**config.mk**
```make
export PLATFORM = sky130hd
export DESIGN_NAME = regfile_mp
export DESIGN_NICKNAME = d
export VERILOG_FILES = /design/src/rtl/regfile_mp.sv
export SDC_FILE = /design/constraint.sdc
export NUM_CORES = 2
export LEC_CHECK = 0
export BUFFER_PORTS_ARGS = -buffer_cell sky130_fd_sc_hd__buf_4
export CAP_MARGIN = 20
export CORE_MARGIN = 10
export CORE_UTILIZATION = 62
export DETAILED_ROUTE_END_ITERATION = 6
export PLACE_DENSITY_LB_ADDON = 0.12
export REMOVE_ABC_BUFFERS = 1
export SYNTH_ARGS = -nofsm -noshare
export SYNTH_HDL_FRONTEND = slang
export SYNTH_SLANG_ARGS = --single-unit
```
**constraint.sdc**
```tcl
create_clock -name clk -period 27.1 [get_ports clk]
set_clock_uncertainty 0.15 [all_clocks]
set_input_delay 8.13 -clock clk [delete_from_list [all_inputs] [get_ports clk]]
set_output_delay 8.13 -clock clk [all_outputs]
set_load 0.005 [all_outputs]
```
**src/rtl/regfile_mp.sv**
```systemverilog
// regfile_mp: multi-port register file with write-through bypass and a
// pending-write scoreboard.
//
// Parameters
//   DATA_W   register width
//   ADDR_W   address width, DEPTH = 2**ADDR_W registers
//   NUM_RD   number of synchronous read ports (>= 1)
//   NUM_WR   number of write ports (>= 1), higher index has priority
//   ZERO_REG 1 = r0 reads 0 and ignores writes/reservations
//
// Ports
//   clk, rst                   clock, asynchronous active-high reset
//   rd_en/rd_addr              per-port read request (packed by port)
//   rd_data/rd_busy            registered read data and pending-write flag
//   wr_en/wr_addr/wr_data      write ports (packed by port)
//   rsv_en/rsv_addr            reserve a destination as pending
//   busy_vec                   registered scoreboard, one bit per register
module regfile_mp #(
  parameter int unsigned DATA_W   = 32,
  parameter int unsigned ADDR_W   = 4,
  parameter int unsigned NUM_RD   = 2,
  parameter int unsigned NUM_WR   = 1,
  parameter int unsigned ZERO_REG = 0
) (
  input  logic                       clk,
  input  logic                       rst,
  input  logic [NUM_RD-1:0]          rd_en,
  input  logic [NUM_RD*ADDR_W-1:0]   rd_addr,
  output logic [NUM_RD*DATA_W-1:0]   rd_data,
  output logic [NUM_RD-1:0]          rd_busy,
  input  logic [NUM_WR-1:0]          wr_en,
  input  logic [NUM_WR*ADDR_W-1:0]   wr_addr,
  input  logic [NUM_WR*DATA_W-1:0]   wr_data,
  input  logic                       rsv_en,
  input  logic [ADDR_W-1:0]          rsv_addr,
  output logic [(1<<ADDR_W)-1:0]     busy_vec
);

  localparam int unsigned DEPTH = 1 << ADDR_W;

  logic [DATA_W-1:0]        mem_q [DEPTH];
  logic [DEPTH-1:0]         busy_q, busy_d;
  logic [DEPTH-1:0]         wr_hit;
  logic [DATA_W-1:0]        wr_val [DEPTH];
  logic [NUM_RD*DATA_W-1:0] rd_data_q, rd_data_d;
  logic [NUM_RD-1:0]        rd_busy_q, rd_busy_d;
  logic [ADDR_W-1:0]        ra;

  // Per-address write resolution: ascending port loop lets the highest
  // enabled port overwrite lower ones.
  always_comb begin
    wr_hit = '0;
    for (int a = 0; a < int'(DEPTH); a++) begin
      wr_val[a] = '0;
    end
    for (int j = 0; j < int'(NUM_WR); j++) begin
      if (wr_en[j]) begin
        wr_hit[wr_addr[j*ADDR_W +: ADDR_W]] = 1'b1;
        wr_val[wr_addr[j*ADDR_W +: ADDR_W]] = wr_data[j*DATA_W +: DATA_W];
      end
    end
    if (ZERO_REG != 0) begin
      wr_hit[0] = 1'b0;
      wr_val[0] = '0;
    end
  end

  // Reservation takes precedence over a same-cycle write clear: the newer
  // instruction owns the destination.
  always_comb begin
    busy_d = '0;
    for (int a = 0; a < int'(DEPTH); a++) begin
      busy_d[a] = (rsv_en && (rsv_addr == ADDR_W'(a))) || (busy_q[a] && !wr_hit[a]);
    end
    if (ZERO_REG != 0) begin
      busy_d[0] = 1'b0;
    end
  end

  // Read ports: bypass from this cycle's writes; busy sees write clears but
  // not this cycle's reservation, so a bypassed read is never busy.
  always_comb begin
    rd_data_d = rd_data_q;
    rd_busy_d = rd_busy_q;
    ra        = '0;
    for (int i = 0; i < int'(NUM_RD); i++) begin
      if (rd_en[i]) begin
        ra = rd_addr[i*ADDR_W +: ADDR_W];
        if (wr_hit[ra]) begin
          rd_data_d[i*DATA_W +: DATA_W] = wr_val[ra];
        end else begin
          rd_data_d[i*DATA_W +: DATA_W] = mem_q[ra];
        end
        if ((ZERO_REG != 0) && (ra == '0)) begin
          rd_data_d[i*DATA_W +: DATA_W] = '0;
        end
        rd_busy_d[i] = busy_q[ra] && !wr_hit[ra];
      end
    end
  end

  always_ff @(posedge clk or posedge rst) begin
    if (rst) begin
      for (int a = 0; a < int'(DEPTH); a++) begin
        mem_q[a] <= '0;
      end
      busy_q    <= '0;
      rd_data_q <= '0;
      rd_busy_q <= '0;
    end else begin
      for (int a = 0; a < int'(DEPTH); a++) begin
        if (wr_hit[a]) begin
          mem_q[a] <= wr_val[a];
        end
      end
      busy_q    <= busy_d;
      rd_data_q <= rd_data_d;
      rd_busy_q <= rd_busy_d;
    end
  end

  assign rd_data  = rd_data_q;
  assign rd_busy  = rd_busy_q;
  assign busy_vec = busy_q;

endmodule

```
==> metrics.cfg <==
[yosys]
ys_types=53
synth-edff-count=0
netlist_area_sq_mm=0.0311
syn_area_per_cell_sq_um=15.3
syn_inst=2032
yosys_warnings=0
synth_ff_type=dfrtp_1
synth-seq-cells=594
ys_async_sr_fraction_pct=100
synth_seq_area_share_pct=47.9

[power_and_ir_drop]
leakage_nw=14.4
ir_drop_mv=0.0490
power_per_cell_area_mw_per_mm2=80.6

[critical_path]
cp-end-kind=asynchronous set/reset pin
cpMostUsedCell=buf_4
max_stage_delay_ns=0.80
cp.arrival_ns=11.88
crit_path_top_delay_cell=buf_4
worstSetupPathType=in2async
cp-start-kind=input pin
cp_max_fo=118
path_cells=buf_4, inv_8, buf_4, buf_4, buf_4, buf_16, buf_4
cp_data_required_time_ns=27.60

[floorplan]
die-area_sq_mm=0.0594
core_area_sq_mm=0.0493
std_cell_rows=81
fp.dieH_microns=244
dieWidth_microns=244
io_pins=136
start_util_pct=63.1

[run]
cap_violations=0

[global_routing]
grt.total_usage_pct=29.1
gr-total-overflow=0
grt_pass1_vias=20815
grt_max_degree=119
grt_pass1_wl_microns=132000
antenna_found_initial=3

[routing]
final_antenna_net_count=0
drc=0
wirelength_microns=86100
first_pass_iters=5
vias_per_cell=7.04
wl_per_cell_microns=30.9
drt_iter0_markers=1744
vias=19596

[timing]
rsz0062_at_grt=no
max_freq_mhz=87.9
max_slew_margin_pct=30.0
worstMarginPinSlew_ns=1.05
hold_viol=0
fin_crit_ns=11.38
setup_viol_count_final=0
drv_slew=0
fin_tns_setup_ns=0
finalCritPeriodShare_pct=42.0
fin_hold_ws_ns=0.371

[clocking]
cts_tree=built
clkSinkCount=594
post_cts_resized=0
clk_pin_slew_ns=0.06
htreeDepth=2
root_buffer=clkbuf_16
cts-hold-fix-buffers=0
numCtsBuffers=61
cts_buffer_depth=3
postCtsSetupBuffers=0
clk_latency_ns=0.63

[placed_design]
globalplace.congestion=0.811
post-dp-hpwl_microns=47200
portBuffers=135

[run_status]
status=complete, no violations

[finish]
fin_nets=2125
nFillCells=3353
synthToLayoutAreaGrowth_pct=11.3
drive_above_1_share_pct=52.1

[min_path]
hold_path.class=reg2reg

power by group:
group | switching [W] | leakage, nW | internal [W] | total, W
clock | 0.000362 | 1.08 | 0.000567 | 0.000930
combinational | 0.000219 | 6.06 | 0.000392 | 0.000611
sequential | 0.000155 | 7.24 | 0.00109 | 0.00125
registers in the layout (all words and copies together), names as in the netlist:
| register | flops |
|---|---|
| rd_busy | 2 |
| rd_data | 64 |
| mem_q | 512 |
| busy_vec | 16 |
per-layer routing:
layer | up-vias | share of wire (%) | global-route usage, %
li1 | 7992 | - | -
met1 | 10618 | 40 | 38.5
met2 | 806 | 50 | 48.4
met3 | 176 | 7.1 | 5.35
met4 | 4 | 3.0 | 9.21
met5 | - | 0.046 | 0
cell type report:
class | instances | area, sq um | area share, %
Antenna cell | 1 | 2.50 | 0.00724
Clock buffer | 78 | 1710 | 4.95
Clock inverter | 33 | 517 | 1.49
Inverter | 16 | 67.6 | 0.195
Multi-Input combinational cell | 1219 | 15200 | 44.0
Sequential cell | 594 | 14900 | 43.0
Tap cell | 664 | 831 | 2.40
Timing Repair Buffer | 179 | 1390 | 4.01
cell families after synthesis:
| family | after synthesis | synth area share [%] |
|---|---|---|
| and+or+nand+nor | 153 | 2.46 |
| buffers and inverters | 219 | 3.48 |
| DFF | 594 | 47.9 |
| muxes | 877 | 42.2 |
| xor gates and xnor gates | 7 | 0.197 |
| AOI/OAI and AO/OA | 182 | 3.79 |
critical path, delay by kind of cell:
family,cells,cell delay [ns]
buffers and inverters,7,3.57
synth_stat cells (all sizes together), types with 3 or more instances:
library cell | number | share of area (%)
a2111oi | 7 | 0.20
a211o | 7 | 0.20
a21oi | 46 | 0.74
a221oi | 16 | 0.47
a22oi | 8 | 0.19
a31oi | 25 | 0.50
a32o | 6 | 0.19
buf | 78 | 1.8
clkbuf | 125 | 1.5
dfrtp | 594 | 48
inv | 16 | 0.19
mux2 | 507 | 18
mux2i | 76 | 2.4
mux4 | 294 | 21
nand2 | 22 | 0.27
nand2b | 8 | 0.16
nand3 | 23 | 0.37
nand3b | 7 | 0.17
nor2 | 64 | 0.77
nor3 | 3 | 0.048
o21ai | 42 | 0.68
o221ai | 6 | 0.17
o22ai | 10 | 0.20
or2 | 3 | 0.060
or3 | 3 | 0.060
or4 | 7 | 0.17
xor2 | 5 | 0.14
stage by stage:
step	instance area [sq um]	util, %	std cells	total power, W	setup WS, ns
floorplan	30000	-	1829	0.00165	2.20
global placement	32300	65.6	2670	0.00183	14.67
detailed placement	32300	65.6	2670	0.00187	14.56
CTS	34500	70.1	2781	0.00280	15.20
global route	34600	70.2	2783	0.00291	15.13
finish	34600	70.2	2784	0.00279	15.72
cell usage in the layout (no fill, tap or decap), types with 14 or more instances in the layout:
cell         n
clkbuf_16   61
a31oi_1     25
a21oi_1     46
inv_1       14
nand3_1     23
dfrtp_1    594
mux2i_1     76
nor2_1      59
o21ai_0     41
nand2_1     22
mux4_2     288
buf_4      174
a221oi_1    15
mux2_2     507
path summary, 6_finish.rpt:
| kind | start | end | slack [ns] | depth (start not counted) |
|---|---|---|---|---|
| min reg2reg | rd_busy[0] | rd_busy[0] | 0.37 | 1 |
| min in group asynchronous | rst | mem_q[481] | 7.49 | 2 |
| min | rd_busy[0] | rd_busy[0] | 0.37 | 1 |
| max | rst | mem_q[465] | 15.72 | 7 |
| max reg2reg | mem_q[278] | rd_data[22] | 25.12 | 4 |
| max in group clk | rd_addr[4] | rd_data[52] | 15.87 | 7 |
(Power assumes the default switching activity.)
